===== src/rtl/bram_fill_ctrl_if.sv =====
// -----------------------------------------------------------------------------
// bram_fill_ctrl_if
//   Groups the DMA read-data stream and the shared BRAM write bus seen by
//   bram_fill_ctrl.
//
//   Stream : vld/data (source -> controller), rdy (controller -> source).
//            A beat is accepted when vld & rdy.
//   BRAM   : bram_we (one bit per bank), bram_addr, bram_data (shared).
//
//   modport slave  : the fill controller (consumes stream, drives BRAM bus)
//   modport master : the environment (drives stream, observes BRAM bus)
// -----------------------------------------------------------------------------
interface bram_fill_ctrl_if #(
    parameter int BUF_NUM    = 16,
    parameter int ADDR_WIDTH = 8,
    parameter int DATA_WIDTH = 32
);
    logic                  vld;
    logic [DATA_WIDTH-1:0] data;
    logic                  rdy;
    logic [BUF_NUM-1:0]    bram_we;
    logic [ADDR_WIDTH-1:0] bram_addr;
    logic [DATA_WIDTH-1:0] bram_data;

    modport master (
        output vld, data,
        input  rdy, bram_we, bram_addr, bram_data
    );

    modport slave (
        input  vld, data,
        output rdy, bram_we, bram_addr, bram_data
    );
endinterface


===== src/rtl/bram_fill_ctrl.sv =====
// -----------------------------------------------------------------------------
// bram_fill_ctrl
//   Write-side fill controller for the CNN input/weight buffers. Scatters the
//   DMA read stream across BUF_NUM BRAM banks (interleaved per row, or
//   broadcast to every used bank), tracks buffer occupancy against a consumer
//   and throttles the DMA when no free buffer half remains.
//
//   Optional feature macro: BRAM_FILL_PINGPONG_EN
//     defined   : two halves per bank, address MSB selects the half being
//                 filled, word address is ADDR_WIDTH-1 bits, capacity 2.
//     undefined : single buffer, word address uses all ADDR_WIDTH bits,
//                 capacity 1, o_rd_half tied low.
//
// Ports
//   i_clk, i_rstn     clock, asynchronous active-low reset
//   i_start           pulse, latches config and starts a job (IDLE only)
//   i_abort           synchronous abort to IDLE, clears occupancy/halves
//   i_bcast           config: write each word to all used banks
//   i_banks_used      config: banks per tile (0 or >BUF_NUM -> BUF_NUM)
//   i_row_words       config: words per bank per tile (0 -> 1)
//   i_total_words     config: beats in the job (0 -> immediate completion)
//   i_release         pulse, consumer frees the oldest full half
//   o_tile_done       pulse with the write of a tile's last word
//   o_rd_half         half the consumer must read next
//   o_busy            high from the cycle after i_start through o_done
//   o_done            pulse at job end
//   bus               stream in (vld/data/rdy) and BRAM write bus out
// -----------------------------------------------------------------------------
module bram_fill_ctrl #(
    parameter int BUF_NUM    = 16,
    parameter int ADDR_WIDTH = 8,
    parameter int DATA_WIDTH = 32,
    parameter int TRANS_BITS = 18
) (
    input  logic                  i_clk,
    input  logic                  i_rstn,
    input  logic                  i_start,
    input  logic                  i_abort,
    input  logic                  i_bcast,
    input  logic [5:0]            i_banks_used,
    input  logic [ADDR_WIDTH-1:0] i_row_words,
    input  logic [TRANS_BITS-1:0] i_total_words,
    input  logic                  i_release,
    output logic                  o_tile_done,
    output logic                  o_rd_half,
    output logic                  o_busy,
    output logic                  o_done,
    bram_fill_ctrl_if.slave       bus
);

`ifdef BRAM_FILL_PINGPONG_EN
    localparam int         WA_W = ADDR_WIDTH - 1;
    localparam logic [1:0] CAP  = 2'd2;
`else
    localparam int         WA_W = ADDR_WIDTH;
    localparam logic [1:0] CAP  = 2'd1;
`endif

    typedef enum logic [1:0] {IDLE, FILL, STALL, FLUSH} state_t;

    state_t                state;
    logic                  rdy_q;
    logic                  bcast;
    logic [5:0]            banks_m1;
    logic [WA_W-1:0]       row_m1;
    logic [TRANS_BITS-1:0] total;
    logic [WA_W-1:0]       word_cnt;
    logic [5:0]            bank_idx;
    logic [TRANS_BITS-1:0] beat_cnt;
    logic [1:0]            occ;
`ifdef BRAM_FILL_PINGPONG_EN
    logic                  fill_half;
    logic                  rd_half;
`endif

    logic                  acc, row_end, tile_last, last_beat, tile_end, rel;
    logic [1:0]            occ_nxt;
    logic [5:0]            banks_eff;
    logic [WA_W-1:0]       row_trunc;
    logic [BUF_NUM-1:0]    we_mask;
    logic [ADDR_WIDTH-1:0] wr_addr;

    assign bus.rdy = rdy_q;
`ifdef BRAM_FILL_PINGPONG_EN
    assign o_rd_half = rd_half;
    assign wr_addr   = {fill_half, word_cnt};
`else
    assign o_rd_half = 1'b0;
    assign wr_addr   = word_cnt;
`endif

    // Config sanitising: out-of-range bank counts mean "all banks"; row
    // length is taken modulo the word-address width, then 0 means 1.
    assign banks_eff = (i_banks_used == 6'd0 || int'(i_banks_used) > BUF_NUM)
                     ? 6'(BUF_NUM) : i_banks_used;
    assign row_trunc = i_row_words[WA_W-1:0];

    always_comb begin
        acc       = bus.vld & rdy_q;
        row_end   = (word_cnt == row_m1);
        tile_last = row_end & (bcast | (bank_idx == banks_m1));
        last_beat = ((beat_cnt + TRANS_BITS'(1)) == total);
        // The final beat of a job closes a tile even if it is partial.
        tile_end  = acc & (tile_last | last_beat);
        // A release that coincides with a tile end cancels it, even when no
        // half was full before, so occupancy is left untouched.
        rel       = i_release & ((occ != 2'd0) | tile_end);
        occ_nxt   = occ + {1'b0, tile_end} - {1'b0, rel};
    end

    always_comb begin
        we_mask = '0;
        for (int b = 0; b < BUF_NUM; b++)
            we_mask[b] = bcast ? (6'(b) <= banks_m1) : (6'(b) == bank_idx);
    end

    always_ff @(posedge i_clk or negedge i_rstn) begin
        if (!i_rstn) begin
            state         <= IDLE;
            rdy_q         <= 1'b0;
            bcast         <= 1'b0;
            banks_m1      <= '0;
            row_m1        <= '0;
            total         <= '0;
            word_cnt      <= '0;
            bank_idx      <= '0;
            beat_cnt      <= '0;
            occ           <= '0;
            bus.bram_we   <= '0;
            bus.bram_addr <= '0;
            bus.bram_data <= '0;
            o_tile_done   <= 1'b0;
            o_busy        <= 1'b0;
            o_done        <= 1'b0;
`ifdef BRAM_FILL_PINGPONG_EN
            fill_half     <= 1'b0;
            rd_half       <= 1'b0;
`endif
        end else begin
            // Write stage: a beat accepted now lands in the bank next cycle,
            // including one accepted alongside i_abort.
            bus.bram_we <= acc ? we_mask : '0;
            if (acc) begin
                bus.bram_addr <= wr_addr;
                bus.bram_data <= bus.data;
            end
            o_tile_done <= tile_end & ~i_abort;
            o_done      <= 1'b0;

            if (i_abort) begin
                state    <= IDLE;
                rdy_q    <= 1'b0;
                o_busy   <= 1'b0;
                occ      <= '0;
                word_cnt <= '0;
                bank_idx <= '0;
                beat_cnt <= '0;
`ifdef BRAM_FILL_PINGPONG_EN
                fill_half <= 1'b0;
                rd_half   <= 1'b0;
`endif
            end else begin
                occ <= occ_nxt;
`ifdef BRAM_FILL_PINGPONG_EN
                if (rel)      rd_half   <= ~rd_half;
                if (tile_end) fill_half <= ~fill_half;
`endif
                if (acc) begin
                    beat_cnt <= beat_cnt + TRANS_BITS'(1);
                    if (row_end) begin
                        word_cnt <= '0;
                        bank_idx <= tile_last ? 6'd0 : bank_idx + 6'd1;
                    end else begin
                        word_cnt <= word_cnt + WA_W'(1);
                    end
                end

                case (state)
                    IDLE: begin
                        o_busy <= i_start;
                        if (i_start) begin
                            bcast    <= i_bcast;
                            banks_m1 <= banks_eff - 6'd1;
                            row_m1   <= (row_trunc == '0) ? '0 : row_trunc - WA_W'(1);
                            total    <= i_total_words;
                            word_cnt <= '0;
                            bank_idx <= '0;
                            beat_cnt <= '0;
                            // Occupancy survives jobs, so a new job may have
                            // to wait for the consumer before its first beat.
                            if (i_total_words == '0) begin
                                state <= FLUSH;
                                rdy_q <= 1'b0;
                            end else if (occ_nxt < CAP) begin
                                state <= FILL;
                                rdy_q <= 1'b1;
                            end else begin
                                state <= STALL;
                                rdy_q <= 1'b0;
                            end
                        end
                    end
                    FILL, STALL: begin
                        o_busy <= 1'b1;
                        if (acc && last_beat) begin
                            state <= FLUSH;
                            rdy_q <= 1'b0;
                        end else if (occ_nxt < CAP) begin
                            state <= FILL;
                            rdy_q <= 1'b1;
                        end else begin
                            state <= STALL;
                            rdy_q <= 1'b0;
                        end
                    end
                    FLUSH: begin
                        state  <= IDLE;
                        rdy_q  <= 1'b0;
                        o_busy <= 1'b1;   // busy covers the o_done cycle
                        o_done <= 1'b1;
                    end
                    default: begin
                        state <= IDLE;
                        rdy_q <= 1'b0;
                    end
                endcase
            end
        end
    end

endmodule

===== src/flat_wrapper.sv =====
// flat-port wrapper written by rule: the top's interface ports become plain ports
module bram_fill_ctrl_flat 
#(
    parameter int BUF_NUM    = 16,
    parameter int ADDR_WIDTH = 8,
    parameter int DATA_WIDTH = 32,
    parameter int TRANS_BITS = 18
)
  (i_clk, i_rstn, i_start, i_abort, i_bcast, i_banks_used, i_row_words, i_total_words, i_release, o_tile_done, o_rd_half, o_busy, o_done, bus_vld, bus_data, bus_rdy, bus_bram_we, bus_bram_addr, bus_bram_data);
  bram_fill_ctrl_if #(.BUF_NUM(BUF_NUM), .ADDR_WIDTH(ADDR_WIDTH), .DATA_WIDTH(DATA_WIDTH)) bus_i ();
  input  logic i_clk;
  input  logic i_rstn;
  input  logic i_start;
  input  logic i_abort;
  input  logic i_bcast;
  input  logic [5:0] i_banks_used;
  input  logic [ADDR_WIDTH-1:0] i_row_words;
  input  logic [TRANS_BITS-1:0] i_total_words;
  input  logic i_release;
  output logic o_tile_done;
  output logic o_rd_half;
  output logic o_busy;
  output logic o_done;
  input wire logic [$bits(bus_i.vld)-1:0] bus_vld;
  input wire logic [$bits(bus_i.data)-1:0] bus_data;
  output wire logic [$bits(bus_i.rdy)-1:0] bus_rdy;
  output wire logic [$bits(bus_i.bram_we)-1:0] bus_bram_we;
  output wire logic [$bits(bus_i.bram_addr)-1:0] bus_bram_addr;
  output wire logic [$bits(bus_i.bram_data)-1:0] bus_bram_data;
  assign bus_i.vld = bus_vld;
  assign bus_i.data = bus_data;
  assign bus_rdy = bus_i.rdy;
  assign bus_bram_we = bus_i.bram_we;
  assign bus_bram_addr = bus_i.bram_addr;
  assign bus_bram_data = bus_i.bram_data;
  bram_fill_ctrl #(.BUF_NUM(BUF_NUM), .ADDR_WIDTH(ADDR_WIDTH), .DATA_WIDTH(DATA_WIDTH), .TRANS_BITS(TRANS_BITS)) u_core (.i_clk(i_clk), .i_rstn(i_rstn), .i_start(i_start), .i_abort(i_abort), .i_bcast(i_bcast), .i_banks_used(i_banks_used), .i_row_words(i_row_words), .i_total_words(i_total_words), .i_release(i_release), .o_tile_done(o_tile_done), .o_rd_half(o_rd_half), .o_busy(o_busy), .o_done(o_done), .bus(bus_i));
endmodule

===== config.mk =====
export PLATFORM = sky130hd
export DESIGN_NAME = bram_fill_ctrl_flat
export DESIGN_NICKNAME = d
export VERILOG_FILES = /design/src/rtl/bram_fill_ctrl_if.sv /design/src/rtl/bram_fill_ctrl.sv /design/src/flat_wrapper.sv
export SDC_FILE = /design/constraint.sdc
export NUM_CORES = 1
export LEC_CHECK = 0
export ABC_AREA = 1
export BUFFER_PORTS_ARGS = -buffer_cell sky130_fd_sc_hd__buf_2
export CORE_AREA = 5 5 157 159
export CTS_BUF_LIST = sky130_fd_sc_hd__clkbuf_4
export DETAILED_ROUTE_END_ITERATION = 16
export DIE_AREA = 0 0 162 164
export PLACE_DENSITY = 0.48
export SYNTH_ARGS = -nofsm -noshare
export SYNTH_HDL_FRONTEND = slang
export SYNTH_SLANG_ARGS = --single-unit

===== constraint.sdc =====
create_clock -name i_clk -period 4 [get_ports i_clk]
set_input_delay 0 -clock i_clk [delete_from_list [all_inputs] [get_ports i_clk]]
set_output_delay 0 -clock i_clk [all_outputs]
set_load 0.005 [all_outputs]

Word-level counts from Yosys, hierarchy flattened

Index checks and enable logic that the tools add are counted.

Register bits after elaboration: 129
Input port bits: 71
Output and inout port bits: 61
Word-level logic and storage cells: 134

Add/subtract/negate cells: 7
Magnitude comparators: 18
Equality and inequality tests: 22
Mux-type cells: 51
Bitwise logic cells: 9
Reductions and logical operators: 11

Operators with widths:

| kind                                               | count |
|---|---|
| 2-to-1 mux 18 bit                                  | 4 |
| equality test 4 x 6 -> 1 bit, first input constant | 8 |
| <= comparator 4 x 6 -> 1 bit, first input constant | 8 |
| 2-to-1 mux 8 bit                                   | 6 |
| 2-to-1 mux 6 bit                                   | 7 |
| equality test 3 x 6 -> 1 bit, first input constant | 4 |
| <= comparator 3 x 6 -> 1 bit, first input constant | 4 |
| 2-to-1 mux 1 bit                                   | 24 |
| adder 18 x 1 -> 18 bit, second input constant      | 1 |
| equality test 18 bit                               | 1 |
| logical NOT 18 bit                                 | 1 |
| 2-to-1 mux 16 bit                                  | 1 |
| equality test 2 x 6 -> 1 bit, first input constant | 2 |
| <= comparator 1 x 6 -> 1 bit, first input constant | 2 |
| <= comparator 2 x 6 -> 1 bit, first input constant | 2 |
| logical NOT 6 bit                                  | 2 |
| 2-to-1 mux 2 bit                                   | 6 |
| adder 8 x 1 -> 8 bit, second input constant        | 1 |
| equality test 8 bit                                | 1 |
| logical NOT 8 bit                                  | 1 |
| subtractor 8 x 1 -> 8 bit, second input constant   | 1 |
| adder 6 x 1 -> 6 bit, second input constant        | 1 |
| equality test 1 x 6 -> 1 bit, first input constant | 1 |
| equality test 6 bit                                | 1 |
| 21 further kinds                                   | 28 |

Longest topological paths before layout

Word-level depth: 14
Depth in mapped cells: 26
Depth with buffers taken out: 26

Worst setup path before layout

OpenSTA, ideal clock, no wires.

Kind: register to register
From: reg u_core.beat_cnt[0]
To: reg u_core.state[0]
Setup time: 0.117 ns
Arrival: 2.647 ns
Required time: 3.883 ns
Path slack: 1.236 ns
Stages on the path, launching flop included: 25
Buffers on the path: 0
Period minus slack after synthesis: 2.764 ns
Path through: dfrtp_1 -> ha_1 -> nand2_2 -> nor2_4 -> nand2_2 -> o21bai_1 -> nand2_1 -> nand2_1 -> nand2_1 -> nand3_1 -> nor2_1 -> nand2_2 -> o211ai_1 -> nand2_1 -> inv_1 -> ha_1 -> inv_1 -> ha_1 -> xor2_1 -> nand2_1 -> inv_1 -> o21ai_0 -> nand2_1 -> nand2_1 -> nand2_1

Word-level cells in the longest chain between the ends: 13
Elaborated cells between the ends (all ways): 16
Classes of those cells: add/sub (3); order compare (1); eq/ne (1); mux (6); bitwise (4); reduce/logical (1)

RTL lines:

| what                                                                         | line                  | source |
|---|---|---|
| from (decl)                                                                  | bram_fill_ctrl.sv:69  | `logic [TRANS_BITS-1:0] beat_cnt;` |
| from (signal assigned)                                                       | bram_fill_ctrl.sv:169 | `beat_cnt <= beat_cnt + TRANS_BITS'(1);` |
| adder 18 x 1 -> 18 bit *                                                     | bram_fill_ctrl.sv:102 | `last_beat = ((beat_cnt + TRANS_BITS'(1)) == total);` |
| equality test 18 bit *                                                       | bram_fill_ctrl.sv:102 |  |
| parallel branches: the longest is 9 deep, another holds adder 2 x 1 -> 2 bit | -                     |  |
| case mux 2 bit (3 select lines) *                                            | bram_fill_ctrl.sv:178 | `case (state)` |
| 2-to-1 mux 2 bit *                                                           | bram_fill_ctrl.sv:150 | `if (i_abort) begin` |
| to (signal assigned)                                                         | bram_fill_ctrl.sv:151 | `state <= IDLE;` |
| to (signal assigned)                                                         | bram_fill_ctrl.sv:192 | `state <= FLUSH;` |
| to (signal assigned)                                                         | bram_fill_ctrl.sv:195 | `state <= FILL;` |
| to (decl)                                                                    | bram_fill_ctrl.sv:61  | `state_t state;` |

Mark *: on every way between the ends. The select of a mux whose other input is x is not followed.
A chain may end at the register's enable or synchronous reset.

Worst setup path in the final report

From: reg u_core.beat_cnt[0]
To: reg u_core.state[1]

The elaborated chain is that of the path after synthesis.

==> metrics.md <==
| Metric | Value |
|---|---|
| Pin count of the biggest net entering global routing | 92 |
| Die outline height | 164 um |
| Top-count cell post-synth | sky130_fd_sc_hd__nand2_1 |
| Routed WL per cell | about 14 um |
| Clock Path Buffers | 2 |
| Clock buffers created by TritonCTS | 17 |
| Share of the core filled with cells | 39.8% |
| Critical path data arrival time | 3.68 ns |
| Final worst-path cycle share | 80.6% |
| Clock Sink Count | 129 |
| ANT nets after route | 0 |
| Worst slew margin relative to its limit | between 40% and 50% |
| Most used cell along the critical path | sky130_fd_sc_hd__nand2_1 |
| Crit-path cells | ha_1 > nand2_2 > nor2_4 > nand2_2 > nor2_1 > nand2_1 > nand3_1 > nand2_1 > nor2_2 > nand2_1 > nor2_1 > nand2_2 > o211ai_1 > nand2_1 > inv_1 > ha_1 > inv_1 > ha_1 > xor2_1 > nand2_1 > nor2_1 > a21oi_1 > nand2_1 > nand2_1 |
| Worst Path Class, Setup | register to register |
| Synth top area share | 47.5% |
| Overall via count from detail_route | about 6600 |
| Count of pins on the block boundary | about 130 |
| Outcome | complete, no violations |
| Critical-path top delay cell | sky130_fd_sc_hd__dfrtp_1 |
| Final max-slew violation count | 0 |
| Maximum clock rate | 310 MHz |
| Final Wtd Congestion | a little under 0.9 |
| Global-route congestion overflow total | 0 |
| CP required | 4.45 ns |
| Clock Pin Slew Worst Setup and Hold Paths | around 0.13 ns |
| Top FF cell, synth | sky130_fd_sc_hd__dfrtp_1 |
| Number of standard-cell rows in the floorplan | 56 |
| Cell family with most CP delay | simple AND/OR/NAND/NOR gates |
| Initial cell density of the core | 29.4% |
| Routed Wire Length | 20000 um |
| Count of different cell masters after synthesis | 36 |
| Post-synthesis cell type with the largest combined area | sky130_fd_sc_hd__dfrtp_1 |
| Area added between synthesis and finish | 35.4% |
| Leading cell types by count after synthesis | 293 x sky130_fd_sc_hd__nand2_1, 129 x sky130_fd_sc_hd__dfrtp_1, 109 x sky130_fd_sc_hd__inv_1 |
| Instance count of the mapped netlist | 904 |
| Final period demand of the worst path | 3.23 ns |
| Element type at the critical path start | register |
| Initial antenna violation count | 1 |
| Number of synthesized flops with an enable pin | 0 |
| Avg Synthesized Cell Area | between 7 and 8 um^2 |
| # fillers | 2412 |
| Total die area | ~0.027 mm^2 |
| Clock tree from TritonCTS | yes |
| Worst-path maximum fanout | 6 |
| Critical path endpoint category | register |
| Total global routing track utilization | between 15 and 20% |
| Hold buffers post-CTS | 113 |
| Clock tree skew after final layout | roughly 0.021 ns |
| Final TNS setup | 0 ns |
| Ranking of synthesized cells by area | sky130_fd_sc_hd__dfrtp_1 48%, sky130_fd_sc_hd__nand2_1 16%, sky130_fd_sc_hd__inv_1 6.0% |
| Insertion delay to the later sink of the worst-skew pair | 0.56 ns |
| Cell area after synthesis | about 0.0068 mm^2 |
| Unrepaired setup endpoints after global routing | false |
| Class of the most critical hold timing path | primary input to async pin |
| Number of global-route vias before repair | 6806 |
| Worst IR drop on VDD | 0.000252 V |
| Post-synth net total | 987 |
| Final-stage net count | 1233 |
| Leakage power | about 4.7 nW |
| Share of cells above drive strength 1 | 16.2% |
| DRC viols | 0 |
| Setup repair bufs after CTS | 0 |
| Width of the die | about 160 um |
| Number of vias per cell after detailed routing | 4.54 |
| Count of routing violations after the opening detailed-route iteration | 304 |
| Depth of the critical timing path with buffers and inverters included | 24 |
| Sequential-to-total area share from yosys stat | 47.5% |
| Total of endpoints with negative setup slack in the final report | 0 |
| Number of warnings printed during yosys synthesis | 0 |
| Total power divided by cell area | 529 mW/mm^2 |
| CORE AREA | 0.0231 mm^2 |
| Number of port buffers | 130 |
| Minimum setup slack among reg-to-reg paths | 0.77 ns |
| Critical path buffer and inverter count | 2 |
| CP peak stage delay | 0.42 ns |
| Number of max-capacitance violations reported | 0 |
| Cts repair resizes | 0 |
| Clock root buffer | sky130_fd_sc_hd__clkbuf_4 |
| Register-to-Register Path Depth | 24 |
| First-pass GRT wire length | 34000 um |
| Flops & latches, synth | about 130 |
| Final Hold Viols | 0 |
| Final HPWL DP | 14200 um |
| Async set or reset register ratio after synthesis | 100% |
| Least-Margin Pin Slew | 0.853 ns |
| H-Tree Depth | 4 |
| Initial DRT Pass Iterations | 5 |
## layer usage
metal	vias up	part of all wire, %	GRT usage, %
li1	3376	-	-
met1	3022	49	22.0
met2	177	44	24.9
met3	21	6.1	4.29
met4	0	0.97	3.50
met5	-	0	0
## cell type report
type	count	area [um^2]	area share, %
Inverter	113	424	4.61
Timing Repair Buffer	251	1850	20.1
Tap cell	290	363	3.95
Clock inverter	13	139	1.51
Clock buffer	18	135	1.47
Multi-Input combinational cell	638	3050	33.2
Antenna cell	2	5.00	0.0544
Sequential cell	129	3230	35.1
## kinds of logic (layout without fill, tap and decap cells)
family / after synthesis / in the layout / share of synthesized area (%)
adders and majority gates: 12 / 12 / 2.21
buffers and inverters: 137 / 395 / 7.63
DFF: 129 / 129 / 47.5
xor gates and xnor gates: 20 / 20 / 2.58
and+or+nand+nor: 489 / 489 / 30.4
AOI/OAI and AO/OA: 116 / 116 / 9.60
other: 1 / 3 / 0.0552
## flip-flops by register name (all words and copies together), names as in the netlist, 8 cells and up
name                  flops
u_core.row_m1             8
u_core.total             18
u_core.bus.bram_we       16
u_core.bus.bram_addr      8
u_core.beat_cnt          18
u_core.bus.bram_data     32
u_core.word_cnt           8
## cell usage in the layout (no fill, tap or decap), types with 3 or more instances in the layout
cell / instances
sky130_fd_sc_hd__nand4_1: 12
sky130_fd_sc_hd__xnor2_1: 7
sky130_fd_sc_hd__dfrtp_1: 129
sky130_fd_sc_hd__a211oi_1: 4
sky130_fd_sc_hd__o211ai_1: 11
sky130_fd_sc_hd__clkbuf_4: 18
sky130_fd_sc_hd__buf_2: 129
sky130_fd_sc_hd__nand2_1: 292
sky130_fd_sc_hd__inv_1: 109
sky130_fd_sc_hd__clkinv_1: 3
sky130_fd_sc_hd__nor2_1: 84
sky130_fd_sc_hd__nand2_2: 7
sky130_fd_sc_hd__buf_4: 8
sky130_fd_sc_hd__o22ai_1: 4
sky130_fd_sc_hd__a21oi_1: 32
sky130_fd_sc_hd__nor2_2: 5
sky130_fd_sc_hd__o21ai_0: 53
sky130_fd_sc_hd__clkinvlp_4: 4
sky130_fd_sc_hd__nor4_1: 6
sky130_fd_sc_hd__nand3_1: 51
sky130_fd_sc_hd__nand3b_1: 6
sky130_fd_sc_hd__nor3_1: 17
sky130_fd_sc_hd__xor2_1: 13
sky130_fd_sc_hd__ha_1: 12
sky130_fd_sc_hd__dlygate4sd3_1: 113
sky130_fd_sc_hd__nor2_4: 4
sky130_fd_sc_hd__a31oi_1: 3
## path summary, 6_finish.rpt
path | start | to
worst min-delay path | i_rstn | u_core.bus.bram_data[22]
worst max-delay path | u_core.beat_cnt[0] | u_core.state[1]
min in group i_clk | i_banks_used[5] | u_core.banks_m1[1]
max in group asynchronous | i_rstn | u_core.banks_m1[4]
worst max register to register | u_core.beat_cnt[0] | u_core.state[1]
worst min register to register | u_core.total[2] | u_core.total[2]
## per-stage QoR
stage | setup WS (ns) | hold WS [ns] | area [um^2] | cells | power, mW
2_1_floorplan | 1.24 | -0.296 | 6790 | 904 | 3.01
3_3_place_gp | 0.902 | 0.159 | 7780 | 1308 | 3.64
3_5_place_dp | 0.805 | 0.152 | 7780 | 1308 | 3.64
4_1_cts | 0.760 | 0.0552 | 9190 | 1452 | 4.91
5_1_grt | 0.336 | 0.116 | 9190 | 1454 | 5.32
6_report | 0.775 | 0.0463 | 9190 | 1454 | 4.86
## report_power, final
| group | switching [mW] | internal, mW |
|---|---|---|
| Combinational | 1.06 | 0.917 |
| Clock | 0.532 | 0.374 |
| Sequential | 0.301 | 1.68 |
(Power assumes the default switching activity.)
